File: src/rtl/microwave_pkg.sv
// Shared types and constants for the microwave keypad front end and countdown digits.
package microwave_pkg;

    typedef logic [3:0] bcd_t;

    localparam bcd_t KEY_CLEAR = 4'd10;
    localparam bcd_t KEY_START = 4'd11;
    // Largest legal tens-of-seconds digit; the mod-6 timer digit wraps here too.
    localparam bcd_t SEC_T_MAX = 4'd5;

    typedef enum logic [2:0] {
        ST_IDLE,
        ST_ENTRY,
        ST_LOAD,
        ST_START,
        ST_RUN
    } entry_state_t;

    function automatic logic is_digit(input bcd_t code);
        return code <= 4'd9;
    endfunction

endpackage

File: src/rtl/key_debounce.sv
// Level debouncer: the filtered level follows the raw input only after DEB_CYCLES
// consecutive differing samples; rise pulses for one cycle on a filtered 0->1 change.
module key_debounce #(
    parameter int DEB_CYCLES = 4
) (
    input  logic clk,
    input  logic Cn,
    input  logic raw,
    output logic level,
    output logic rise
);

    localparam int CW = (DEB_CYCLES > 1) ? $clog2(DEB_CYCLES) : 1;
    localparam logic [CW-1:0] CNT_MAX = CW'(DEB_CYCLES - 1);

    logic [CW-1:0] cnt_reg;

    always_ff @(posedge clk or negedge Cn) begin
        if (!Cn) begin
            cnt_reg <= '0;
            level   <= 1'b0;
            rise    <= 1'b0;
        end else begin
            rise <= 1'b0;
            if (raw == level) begin
                cnt_reg <= '0;
            end else if (cnt_reg == CNT_MAX) begin
                cnt_reg <= '0;
                level   <= raw;
                rise    <= raw;
            end else begin
                cnt_reg <= cnt_reg + CW'(1);
            end
        end
    end

endmodule

File: src/rtl/time_entry.sv
// Keypad time entry: shifts BCD digits into an MM:SS buffer, validates on START and
// sequences the load/start handshake of the countdown chain until it reports zero.
module time_entry #(
    parameter int DEB_CYCLES = 4
) (
    input  logic       clk,
    input  logic       Cn,
    input  logic       key_valid,
    input  logic [3:0] key,
    input  logic       running,
    output logic [3:0] min_t,
    output logic [3:0] min_u,
    output logic [3:0] sec_t,
    output logic [3:0] sec_u,
    output logic       load,
    output logic       start,
    output logic       abort,
    output logic       busy,
    output logic       err
);

    import microwave_pkg::*;

    entry_state_t state_reg;
    logic [2:0]   cnt_reg;
    logic         run_q1_reg;
    logic         run_q2_reg;
    logic         key_level;
    logic         key_rise;
    logic         key_press;
    logic         run_fall;
    logic         in_busy;
    logic         abort_now;
    logic         buf_zero;

    key_debounce #(
        .DEB_CYCLES(DEB_CYCLES)
    ) u_debounce (
        .clk  (clk),
        .Cn   (Cn),
        .raw  (key_valid),
        .level(key_level),
        .rise (key_rise)
    );

    assign key_press = key_rise & key_level;
    assign run_fall  = run_q2_reg & ~run_q1_reg;
    assign in_busy   = (state_reg == ST_LOAD) || (state_reg == ST_START) || (state_reg == ST_RUN);
    assign abort_now = in_busy && key_press && (key == KEY_CLEAR);
    assign buf_zero  = ({min_t, min_u, sec_t, sec_u} == 16'h0000);

    always_ff @(posedge clk or negedge Cn) begin
        if (!Cn) begin
            state_reg  <= ST_IDLE;
            cnt_reg    <= 3'd0;
            run_q1_reg <= 1'b0;
            run_q2_reg <= 1'b0;
            {min_t, min_u, sec_t, sec_u} <= 16'h0000;
            load  <= 1'b0;
            start <= 1'b0;
            abort <= 1'b0;
            busy  <= 1'b0;
            err   <= 1'b0;
        end else begin
            load  <= 1'b0;
            start <= 1'b0;
            abort <= 1'b0;
            err   <= 1'b0;
            run_q1_reg <= running;
            run_q2_reg <= run_q1_reg;

            if (abort_now) begin
                {min_t, min_u, sec_t, sec_u} <= 16'h0000;
                cnt_reg   <= 3'd0;
                abort     <= 1'b1;
                busy      <= 1'b0;
                state_reg <= ST_IDLE;
            end else begin
                case (state_reg)
                    ST_IDLE: begin
                        if (key_press) begin
                            if (is_digit(key)) begin
                                {min_t, min_u, sec_t, sec_u} <= {min_u, sec_t, sec_u, key};
                                cnt_reg   <= 3'd1;
                                state_reg <= ST_ENTRY;
                            end else if (key != KEY_CLEAR) begin
                                err <= 1'b1;
                            end
                        end
                    end
                    ST_ENTRY: begin
                        if (key_press) begin
                            if (key == KEY_CLEAR) begin
                                {min_t, min_u, sec_t, sec_u} <= 16'h0000;
                                cnt_reg   <= 3'd0;
                                state_reg <= ST_IDLE;
                            end else if (key == KEY_START) begin
                                if (sec_t > SEC_T_MAX || buf_zero) begin
                                    err <= 1'b1;
                                end else begin
                                    load      <= 1'b1;
                                    busy      <= 1'b1;
                                    state_reg <= ST_LOAD;
                                end
                            end else if (is_digit(key) && cnt_reg != 3'd4) begin
                                {min_t, min_u, sec_t, sec_u} <= {min_u, sec_t, sec_u, key};
                                cnt_reg <= cnt_reg + 3'd1;
                            end else begin
                                err <= 1'b1;
                            end
                        end
                    end
                    ST_LOAD: begin
                        start     <= 1'b1;
                        state_reg <= ST_START;
                        err       <= key_press;
                    end
                    ST_START: begin
                        state_reg <= ST_RUN;
                        err       <= key_press;
                    end
                    ST_RUN: begin
                        // Chain reached zero: return silently, the timer clears itself.
                        if (run_fall) begin
                            {min_t, min_u, sec_t, sec_u} <= 16'h0000;
                            cnt_reg   <= 3'd0;
                            busy      <= 1'b0;
                            state_reg <= ST_IDLE;
                        end
                        err <= key_press;
                    end
                    default: begin
                        state_reg <= ST_IDLE;
                        busy      <= 1'b0;
                    end
                endcase
            end
        end
    end

endmodule

File: config.mk
export PLATFORM = sky130hd
export DESIGN_NAME = time_entry
export DESIGN_NICKNAME = d
export VERILOG_FILES = /design/src/rtl/microwave_pkg.sv /design/src/rtl/key_debounce.sv /design/src/rtl/time_entry.sv
export SDC_FILE = /design/constraint.sdc
export NUM_CORES = 1
export LEC_CHECK = 0
export BUFFER_PORTS_ARGS = -buffer_cell sky130_fd_sc_hd__buf_2
export CAP_MARGIN = 5
export CORE_MARGIN = 2
export CORE_UTILIZATION = 45
export DETAILED_ROUTE_END_ITERATION = 8
export PLACE_DENSITY = 0.66
export SYNTH_ARGS = -nofsm -noshare
export SYNTH_HDL_FRONTEND = slang
export SYNTH_SLANG_ARGS = --single-unit
File: constraint.sdc
create_clock -name clk -period 4.3 [get_ports clk]
set_input_delay 0.86 -clock clk [delete_from_list [all_inputs] [get_ports clk]]
set_output_delay 0.86 -clock clk [all_outputs]
set_load 0.01 [all_outputs]
==> results of run 1 <==
==> power by group through the flow <==
stage / clock, mW / sequential [mW] / combinational (mW)
CTS: 0.261 / 0.507 / 0.337
finish: 0.259 / 0.508 / 0.334
global route: 0.275 / 0.523 / 0.383
global placement: 0 / 0.508 / 0.327
floorplan: 0 / 0.517 / 0.199
detailed placement: 0 / 0.513 / 0.336
==> layout make-up <==
type | instances | area, sq um | share of cell area
Sequential cell | 33 | 826 | 0.435
Multi-Input combinational cell | 104 | 682 | 0.359
Timing Repair Buffer | 29 | 148 | 0.0777
Clock buffer | 7 | 96.3 | 0.0507
Inverter | 22 | 82.6 | 0.0435
Tap cell | 48 | 60.1 | 0.0316
Clock inverter | 1 | 5.00 | 0.00264
==> cells in the mapped netlist (2+ instances only) <==
master	count
a21oi_1	4
a31oi_1	3
buf_2	4
buf_6	2
dfrtp_1	33
ha_1	3
inv_1	22
mux2i_1	17
nand2_1	25
nand2b_1	3
nand3_1	4
nor2_1	7
nor2b_1	3
nor3_1	6
nor4_1	7
o21ai_0	4
or3_1	2
==> per-stage QoR <==
stage                     hold slack, ns  power, mW  cell area [sq um]  worst slack, ns
after floorplan                    0.354      0.716               1650             2.05
after detailed placement           0.376      0.848               1800             1.44
final                              0.387       1.10               1900             1.77
after CTS                          0.391       1.11               1900             1.74
after global routing               0.404       1.18               1900             1.60
after global placement             0.364      0.835               1800             1.61
==> layer usage <==
metal	wire length, um	up-vias
li1	-	624
met1	1490	655
met2	1670	42
met3	203	6
met4	59	0
met5	0	-
==> cells by family (layout without fill, tap and decap cells) <==
logic type	count (synthesis)	in the layout	share of synthesized area
adder cells (fa/ha/maj)	3	3	0.0227
flip-flops	33	33	0.500
AO/OA/AOI/OAI	19	19	0.0765
buffers and inverters	29	59	0.0878
AND/OR/NAND/NOR	62	62	0.189
multiplexers	19	19	0.119
XOR/XNOR	1	1	0.00530
==> how the worst min path moves through the flow <==
stage / end / slack, ns / start / cells after the start
after floorplan: run_q2_reg / 0.35 / run_q1_reg / 0
after global placement: run_q2_reg / 0.36 / run_q1_reg / 0
after detailed placement: run_q2_reg / 0.38 / run_q1_reg / 0
after CTS: run_q2_reg / 0.39 / run_q1_reg / 0
after global routing: run_q2_reg / 0.40 / run_q1_reg / 0
final: run_q2_reg / 0.39 / run_q1_reg / 0
==> worst max-delay path, delay by kind of cell <==
| kind | cells | cell delay, ns |
|---|---|---|
| buf+inv | 1 | 0.12 |
| simple gates | 3 | 0.65 |
| mux | 1 | 0.22 |
| compound gates | 1 | 0.88 |
==> results.json, run 1 <==
{
  "portBuffers": 28,
  "clockPowerShare": 0.235,
  "rsz0062_at_grt": "no",
  "p_seq_frac": 0.462,
  "critPathLaunch": "key[2]",
  "clock_latency_ns": 0.29,
  "synth_top_area_cell": "dfrtp_1",
  "r2r_cells": 5,
  "grt_overflow": 0,
  "clockBufferDepth": 2,
  "syn-num-nets": 177,
  "grt_use_met1": 0.243,
  "grt_pass1_vias": 1212,
  "pwr-share-comb": 0.303,
  "ios": 29,
  "via_per_inst": 5.44,
  "seq_area_frac_synth": 0.500,
  "endpoint_kind": "register",
  "cts_setup_buffers": 0,
  "yosys.area.top_type_share": 0.500,
  "die_area_sq_um": 4170,
  "power_density_nw_per_um2": 580,
  "postCtsHoldBufs": 0,
  "netSwitchingPower_uw": 398,
  "placedCellCount": 236,
  "cts_buffers": 5,
  "drv_slew": 0,
  "ir_worst_vdd_v": 0.000262,
  "clk_pin_slew_worst_paths_ns": 0.07,
  "synthTopCellsByArea": "dfrtp_1 (50%), mux2i_1 (10%), nand2_1 (5.7%), inv_1 (5.0%), nor4_1 (2.6%)",
  "layoutNonFillerInstCount": 244,
  "status": "completed",
  "min_period_ns": 2.53,
  "slowest_stage": "a21oi_1",
  "fmax_mhz": 395,
  "syn_to_final_growth_pct": 14.9,
  "fin_skew_ns": 0.00615,
  "critPathArrivalTime_ns": 2.73,
  "p_sw_frac": 0.361,
  "drc": 0,
  "drtIter0Drc": 29,
  "tns_ns": 0,
  "endpoint": "sec_t[3]",
  "grt.busiest_layer": "met2",
  "drive_gt1_frac": 0.219,
  "worstSetupPathType": "in2reg",
  "use_met2": 0.284,
  "nNetsFinal": 206,
  "diodes": 0,
  "final_cell_mix": "dfrtp_1 (33), buf_2 (28), nand2_1 (25), inv_1 (22), mux2i_1 (17)",
  "dpl.hpwl_um": 2450,
  "reg2reg_to": "sec_t[3]",
  "syn-cell-area_sq_um": 1650,
  "crit_path_max_incr_delay_ns": 0.88,
  "ys.flop_type": "dfrtp_1",
  "internal_power_uw": 703,
  "start_kind": "input pin",
  "ys_ff_latch": 33,
  "synth_edf_count": 0,
  "antenna_found_initial": 0,
  "cp.required_ns": 4.50,
  "clockRootBuffer": "clkbuf_8",
  "cts_resized": 0,
  "die_h_um": 64.6,
  "first_pass_iters": 4,
  "r2r_start": "state_reg[2]",
  "rows": 22,
  "p_leak_nw": 0.950,
  "worstMarginPinSlew_ns": 1.13,
  "final_common_cell": "dfrtp_1",
  "yosysWarnings": 0,
  "utilization": 0.527,
  "hold_path_class": "reg2reg",
  "die_x_um": 64.6,
  "grt_max_degree": 34,
  "gp_congestion": 0.864,
  "setup_violations": 0,
  "drv_cap": 0,
  "grt_use_met3": 0.0469,
  "synth.avg_cell_area_sq_um": 9.96,
  "start_util": 0.458,
  "wl_um": 3420,
  "num_vias": 1327,
  "grt_pass1_wl_um": 5710,
  "synth_cell_types": 34,
  "maxSlewHeadroom": 0.248,
  "grt_use_total": 0.183,
  "clock_sinks": 33,
  "crit_fanout": 14,
  "wl_per_cell_um": 14.0,
  "async_flop_share": 1.00,
  "hold_violations": 0,
  "n_fill_cell": 333,
  "core_sq_um": 3610,
  "cts_tree": "done",
  "antenna_left": 0,
  "cp_cell_sequence": "buf_2, nand4bb_1, nor3_1, a21oi_1, nand2_1, mux2i_1",
  "ctsHtreeMaxLevel": 2,
  "syn_inst": 166,
  "r2r_setup_slack_ns": 2.00,
  "fin_crit_sh": 0.588
}
Power figures use the tool's default switching activity.
==> inputs of run 2 (changes only) <==
clock period = 2.5 ns   (was 4.3 ns; I/O delays follow)
==> results.json, run 2 (synthesized netlist as in run 1, its figures left out) <==
{
  "status": "completed",
  "via_per_inst": 5.16,
  "wl_um": 3330,
  "ctsHtreeMaxLevel": 2,
  "nNetsFinal": 207,
  "place_area_sq_um": 1810,
  "worstMarginPinSlew_ns": 1.07,
  "final_cell_area_sq_um": 1910,
  "wl_per_cell_um": 13.6,
  "reg2reg_to": "min_u[1]",
  "drtIter0Drc": 47,
  "clk_pin_slew_worst_paths_ns": 0.07,
  "ir_worst_vdd_v": 0.000475,
  "r2r_setup_slack_ns": 0.27,
  "hold_path_class": "in2async",
  "maxSlewHeadroom": 0.287,
  "worstSetupPathType": "reg2reg",
  "endpoint": "min_u[1]",
  "grt_max_degree": 34,
  "hold_violations": 0,
  "fmax_mhz": 448,
  "antenna_found_initial": 0,
  "multi_input_area_sq_um": 682,
  "rows": 22,
  "grt_use_total": 0.180,
  "gp_congestion": 0.810,
  "final_cell_mix": "dfrtp_1 (33), buf_2 (28), nand2_1 (25), inv_1 (22), mux2i_1 (17)",
  "fin_crit_sh": 0.894,
  "rsz0062_at_grt": "no",
  "cp.required_ns": 2.70,
  "ios": 29,
  "n_fill_cell": 350,
  "die_x_um": 64.6,
  "portBuffers": 28,
  "grt_pass1_wl_um": 5800,
  "drive_gt1_frac": 0.223,
  "cts_setup_buffers": 0,
  "antenna_left": 0,
  "diodes": 0,
  "min_period_ns": 2.23,
  "critPathArrivalTime_ns": 2.43,
  "clockBufferDepth": 2,
  "cts_resized": 0,
  "fin_skew_ns": 0.00784,
  "p_leak_nw": 0.956,
  "power_density_nw_per_um2": 990,
  "layoutNonFillerInstCount": 245,
  "grt_overflow": 0,
  "start_util": 0.458,
  "seqCellArea_sq_um": 826,
  "critPathLaunch": "state_reg[2]",
  "crit_fanout": 15,
  "utilization": 0.529,
  "cts_tree": "done",
  "tns_ns": 0,
  "start_kind": "register",
  "endpoint_kind": "register",
  "die_h_um": 64.6,
  "r2r_start": "state_reg[2]",
  "cts_buffers": 5,
  "r2r_cells": 5,
  "setup_violations": 0,
  "syn_to_final_growth_pct": 15.4,
  "drv_slew": 0,
  "die_area_sq_um": 4170,
  "clockRootBuffer": "clkbuf_8",
  "clock_sinks": 33,
  "core_sq_um": 3610,
  "finalPower_mw": 1.89,
  "placedCellCount": 237,
  "drc": 0,
  "num_vias": 1263,
  "postCtsHoldBufs": 0,
  "dpl.hpwl_um": 2420,
  "first_pass_iters": 4,
  "clock_latency_ns": 0.28,
  "final_common_cell": "dfrtp_1",
  "drv_cap": 0,
  "grt_pass1_vias": 1236
}
-- run 2: changes by cell type in the layout (fill, tap and decap cells not counted), sizes merged --
cell / change
buf: +1
-- run 2: where the power goes --
| group | internal [mW] | switching [mW] | leakage, nW |
|---|---|---|---|
| Sequential | 0.701 | 0.177 | 0.378 |
| Clock | 0.249 | 0.188 | 0.0542 |
| Combinational | 0.260 | 0.313 | 0.523 |
| Total | 1.21 | 0.678 | 0.956 |
-- run 2: layout make-up --
cell class / count / share of cell area
multi-input combinational: 104 / 0.358
clock buffer: 7 / 0.0505
sequential: 33 / 0.433
inverter: 22 / 0.0433
tap: 48 / 0.0315
clock inverter: 1 / 0.00262
timing repair buffer: 30 / 0.0814
-- run 2: per-layer routing --
layer | global-route usage | up-vias | part of all wire
li1 | - | 622 | -
met1 | 0.250 | 603 | 0.49
met2 | 0.276 | 32 | 0.46
met3 | 0.0434 | 6 | 0.042
met4 | 0.0638 | 0 | 0.0087
met5 | 0 | - | 0
-- run 2: how the worst min path moves through the flow --
stage | slack, ns | end | cells past startpoint | from
5_1_grt | 0.32 | run_q1_reg | 1 | running
6_report | 0.27 | min_u[3] | 1 | Cn
2_1_floorplan | 0.20 | abort | 0 | Cn
4_1_cts | 0.31 | min_u[3] | 1 | Cn
3_3_place_gp | 0.36 | run_q2_reg | 0 | run_q1_reg
3_5_place_dp | 0.36 | run_q2_reg | 0 | run_q1_reg
-- run 2: metrics by stage --
step | hold slack, ns | worst slack, ns
6_report | 0.270 | 0.266
5_1_grt | 0.321 | 0.0693
4_1_cts | 0.306 | 0.304
3_5_place_dp | 0.365 | 0.134
3_3_place_gp | 0.364 | 0.271
2_1_floorplan | 0.204 | 0.612
-- run 2: worst max-delay path: stages, from the launching register on --
cell and delay (ns):
dfrtp_1 0.62, nor2b_1 0.15, a21bo_2 0.24, a21oi_1 0.84, nand2_1 0.12, mux2i_1 0.19
